### config.mk
export PLATFORM = sky130hd
export DESIGN_NAME = mem_port_arbiter
export DESIGN_NICKNAME = d
export VERILOG_FILES = /design/src/rtl/mem_port_arbiter.sv
export SDC_FILE = /design/constraint.sdc
export NUM_CORES = 1
export LEC_CHECK = 0
export BUFFER_PORTS_ARGS = -buffer_cell sky130_fd_sc_hd__buf_2
export CAP_MARGIN = 40
export CORE_AREA = 2 2 93 95
export CTS_CLUSTER_DIAMETER = 30
export DETAILED_ROUTE_END_ITERATION = 10
export DIE_AREA = 0 0 95 97
export HOLD_SLACK_MARGIN = 0.05
export MAX_ROUTING_LAYER = met4
export PLACE_DENSITY = 0.6
export SLEW_MARGIN = 15
export SYNTH_ARGS = -nofsm -noshare
export SYNTH_HDL_FRONTEND = slang
export SYNTH_SLANG_ARGS = --single-unit
### constraint.sdc
create_clock -name clk -period 3.9 [get_ports clk]
set_input_delay 0.78 -clock clk [delete_from_list [all_inputs] [get_ports clk]]
set_output_delay 0.78 -clock clk [all_outputs]
set_load 0.05 [all_outputs]
### src/rtl/mem_port_arbiter.sv
// mem_port_arbiter: round-robin arbiter sharing one memory port between
// instruction fetch (IF) and data access (MEM). One access in flight at a time.
// Optional watchdog: define MEM_PORT_ARB_TIMEOUT_EN to build the timeout
// counter and the sticky ERR state; otherwise BUSY waits indefinitely.
module mem_port_arbiter #(
    parameter int unsigned TIMEOUT_CYCLES = 16
) (
    input  logic        clk,
    input  logic        rst,
    input  logic        if_req,
    input  logic [31:0] if_addr,
    input  logic        mem_req,
    input  logic        mem_we,
    input  logic [31:0] mem_addr,
    input  logic [31:0] mem_wdata,
    input  logic        port_ready,
    input  logic [31:0] port_rdata,
    output logic        port_sel,
    output logic        port_valid,
    output logic        port_we,
    output logic [31:0] port_addr,
    output logic [31:0] port_wdata,
    output logic        if_done,
    output logic        mem_done,
    output logic [31:0] rd_data,
    output logic        stall_if,
    output logic        stall_mem,
    output logic        err
);

`ifdef MEM_PORT_ARB_TIMEOUT_EN
    typedef enum logic [1:0] {IDLE, BUSY_I, BUSY_D, ERR} state_t;
    localparam int unsigned WD_W = $clog2(TIMEOUT_CYCLES + 1);
    logic [WD_W-1:0] wd_cnt_q;
    logic            err_q;
`else
    typedef enum logic [1:0] {IDLE, BUSY_I, BUSY_D} state_t;
`endif

    localparam logic GRANT_IF  = 1'b0;
    localparam logic GRANT_MEM = 1'b1;

    state_t state_q;
    logic   last_grant_q;
    logic   sel_q;
    logic   valid_q;

    logic   grant_mem;
    logic   grant_if;
    logic   busy_i;
    logic   busy_d;

    // MEM wins when IF is idle or IF had the previous grant.
    assign grant_mem = mem_req & (~if_req | (last_grant_q == GRANT_IF));
    assign grant_if  = if_req & ~grant_mem;
    assign busy_i    = (state_q == BUSY_I);
    assign busy_d    = (state_q == BUSY_D);

    // Arbitration FSM with registered select/valid, grant history and watchdog.
    always_ff @(posedge clk) begin
        if (rst) begin
            state_q      <= IDLE;
            last_grant_q <= GRANT_IF;
            sel_q        <= 1'b0;
            valid_q      <= 1'b0;
`ifdef MEM_PORT_ARB_TIMEOUT_EN
            wd_cnt_q     <= '0;
            err_q        <= 1'b0;
`endif
        end else begin
            case (state_q)
                IDLE: begin
                    if (grant_mem) begin
                        state_q      <= BUSY_D;
                        last_grant_q <= GRANT_MEM;
                        sel_q        <= 1'b1;
                        valid_q      <= 1'b1;
`ifdef MEM_PORT_ARB_TIMEOUT_EN
                        wd_cnt_q     <= '0;
`endif
                    end else if (grant_if) begin
                        state_q      <= BUSY_I;
                        last_grant_q <= GRANT_IF;
                        sel_q        <= 1'b0;
                        valid_q      <= 1'b1;
`ifdef MEM_PORT_ARB_TIMEOUT_EN
                        wd_cnt_q     <= '0;
`endif
                    end
                end
                BUSY_I, BUSY_D: begin
                    if (port_ready) begin
                        state_q <= IDLE;
                        valid_q <= 1'b0;
                    end else begin
`ifdef MEM_PORT_ARB_TIMEOUT_EN
                        if (wd_cnt_q == WD_W'(TIMEOUT_CYCLES - 1)) begin
                            state_q <= ERR;
                            valid_q <= 1'b0;
                            err_q   <= 1'b1;
                        end
                        wd_cnt_q <= wd_cnt_q + 1'b1;
`endif
                    end
                end
`ifdef MEM_PORT_ARB_TIMEOUT_EN
                ERR: begin
                    state_q <= ERR;
                end
`endif
                default: begin
                    state_q <= IDLE;
                    valid_q <= 1'b0;
                end
            endcase
        end
    end

    // Outputs are forced low while reset is asserted so an aborted access
    // never produces a done pulse; data/address paths stay pass-through.
    assign port_sel   = sel_q & ~rst;
    assign port_valid = valid_q & ~rst;
    assign port_we    = busy_d & mem_we & ~rst;
    assign port_addr  = sel_q ? mem_addr : if_addr;
    assign port_wdata = mem_wdata;
    assign if_done    = busy_i & port_ready & ~rst;
    assign mem_done   = busy_d & port_ready & ~rst;
    assign rd_data    = port_rdata;
    assign stall_if   = if_req & ~if_done & ~rst;
    assign stall_mem  = mem_req & ~mem_done & ~rst;
`ifdef MEM_PORT_ARB_TIMEOUT_EN
    assign err        = err_q & ~rst;
`else
    assign err        = 1'b0;
`endif

endmodule

==> impl_results.md <==
- Cell area after synthesis: roughly 1200 µm²
- Seq/Total Area, Yosys: under 10%
- Residual DRC count: 0
- Fmax: 396.3 MHz
- Share of layout cells above drive strength 1: 82.39%
- Final #Nets: 315
- Hold violation count in the final report: 0
- Initial Util: 14.67%
- Syn Area/Cell: 8.842 µm²
- Total CTS buffers: 3
- Fin crit share: around 65%
- DRT Pass-1 Iters: 2
- Clock transition at the registers of the reported paths: 0.03 ns
- CP Capture Type: output port
- RR Startpoint: sel_q
- Area grow syn2layout: 14.26%
- Syn Nets: 272
- Rel. slew slack: 43.33%
- Unrepaired setup endpoints after global routing: no
- Peak VDD IR: 0.08674 mV
- Leak: 0.7027 nW
- Final wirelength: 3.059 mm
- IO Count: 238
- WL/cell: approximately 11 µm
- Initial antenna violation count: 0
- PortBufs: roughly 110
- Worst EP arrival: roughly 1.7 ns
- Critical path's top delay family: flip-flops
- First-pass GRT wire length: 4.140 mm
- Synthesized instance count: 135
- Comb power frac: 67.0%
- Clock Skew: 0.001525 ns
- CP max stage delay: 0.87 ns
- Starting DRT DRC Count: 5
- Diode count: 0
- Antenna Nets Post-Route: 0
- Critical path cell sequence: mux2_2 > buf_2
- Number of global-route vias before repair: 970
- Highest-delay cell along the critical path: dfxtp_2
- Outcome: finished, final reports clean
- FF-to-FF setup slack: about 2.5 ns
- Worst EP required: roughly 3.1 ns
- DP HPWL: 2.675 mm
- Hold buffers post-CTS: 0
- CTS Buffer Depth: 2
- Die Y: 97 µm
- Switching pwr: 0.2484 mW
- CTS resizes: 0
- Net Sw Frac: 52.70%
- Die ar.: 9215 µm²
- Root Buffer: clkbuf_8
- Vias per cell: 3.562
- Setup TNS: 0 ns
- Clk sinks: 4
- # Post-CTS Setup Buffers: 0
- Register bit total from synthesis: 4
- Rows: 33
- Hold path cells: 1
- Hold EP: state_q[0]
- Slew Limit Fails: 0
- CTS tree: yes
- Hold Crit Class: reg2reg
- GP Congestion: 0.7361
- Critical path class: reg2out
- Final setup viols: 0
- Placeable core area: 8134 µm²
- GRT overflow: 0
- FF-to-FF path depth: 2
- Least-Margin Pin Slew: approximately 0.85 ns
- Max Cap Violations: 0
- Power per Cell Area: 345.6 nW/µm²
- Synth warnings: 0
- CP Launch Type: register
- Min-delay src: state_q[0]
- Largest net degree at the start of global routing: 38
- DIE WIDTH: 95 µm
- Post-layout minimum cycle time: 2.523 ns
- P_int: 0.2230 mW
- Post-synthesis cell type count: 21
- Fillers: 934
- R2r endpoint: state_q[1]
- Total track usage: a little under 6%
- Clk_lat worst skew: 0.22 ns
- H-tree lvl count: 1
- Clock share of power: a little under a fifth
- Critical Path Fanout Max: 37
- Total power: around 0.47 mW
- Via count: between 1000 and 1500
- Sequential power share: 14.4%
- Crit path buf inv count: 1
-- cells in the mapped netlist --
master     n  area share (%)
dfxtp_1    4             6.7
inv_1      2            0.63
mux2_4     2             2.5
nor3b_1    1            0.63
a311oi_1   1            0.73
buf_4     66              42
nand2b_1   3             1.6
nor2_1     3            0.94
and3b_1    3             2.2
nor3_1     1            0.42
or2_1      1            0.52
nor2b_1    3             1.6
nand2_1    2            0.63
a21oi_1    2            0.84
conb_1     1            0.31
a32o_1     2             1.7
ha_1       3             3.1
o22ai_2    1             1.0
mux2_2    30              28
buf_8      1             1.3
buf_6      3             2.8
-- power groups by stage --
| stage | logic (mW) | clock network, mW | registers (mW) |
|---|---|---|---|
| after global routing | 0.333 | 0.0932 | 0.0707 |
| after floorplan | 0.445 | 0 | 0.0502 |
| final | 0.316 | 0.0875 | 0.0680 |
| after detailed placement | 0.318 | 0 | 0.0692 |
| after CTS | 0.319 | 0.0886 | 0.0688 |
| after global placement | 0.315 | 0 | 0.0682 |
-- how the worst max path moves through the flow --
stage	startpoint	to	slack (ns)	depth (start not counted)
finish	sel_q	port_addr[12]	1.38	2
global route	sel_q	port_addr[0]	1.28	2
CTS	sel_q	port_addr[12]	1.35	2
detailed placement	rst	stall_mem	1.50	4
global placement	rst	stall_mem	1.51	4
floorplan	rst	stall_mem	0.62	3
-- flip-flops by register name, indices dropped and copies added, names as in the netlist --
register  cells
valid_q       1
state_q       2
sel_q         1
-- area by class of cell --
class / count / area (µm²) / share of cell area, %
clock buffer: 3 / 41.29 / 3.028
inverter: 2 / 7.507 / 0.5505
multi-input combinational: 59 / 561.8 / 41.19
sequential: 4 / 81.33 / 5.963
tap: 105 / 131.4 / 9.633
timing repair buffer: 108 / 540.5 / 39.63
-- worst reg2reg max path, stage by stage (launching register included) --
cell,delay [ns]
dfxtp_2,0.87
nand2_1,0.11
a32o_1,0.29
-- cell families (layout without fill, tap and decap cells) --
kind of cell,Yosys count,after routing,share of synthesized area (%)
DFF,4,4,6.709
other,1,1,0.3142
and+or+nand+nor,17,17,8.492
adders and majority gates,3,3,3.145
buffers and inverters,72,113,46.23
muxes,32,32,30.82
AOI/OAI and AO/OA,6,6,4.298
-- cell usage in the layout, fill, tap and decap left out, drive strengths merged --
master,n
ha,3
nor2b,3
clkbuf,3
nand2,2
a311oi,1
mux2,32
inv,2
a21oi,2
o22ai,1
a32o,2
nand2b,3
nor2,3
or2,1
nor3,1
and3b,3
nor3b,1
conb,1
buf,108
dfxtp,4
-- routing by layer --
layer  track usage (%)  share of wire (%)
met1             4.528                 31
met2             11.84                 52
met3             2.648                 16
met4             1.784                1.4
met5                 -                  0
-- per-stage QoR --
stage          std cells  hold WS [ns]  cell area, µm²  setup WS (ns)  util (%)
6_report             281        0.4952            1364          1.377     16.77
5_1_grt              281        0.5262            1364          1.282     16.77
4_1_cts              281        0.5033            1364          1.346     16.77
3_5_place_dp         278        0.4963            1323          1.499     16.26
3_3_place_gp         278        0.4869            1323          1.507     16.26
2_1_floorplan        135        0.4677            1194         0.6239         -
Power figures use the tool's default switching activity.
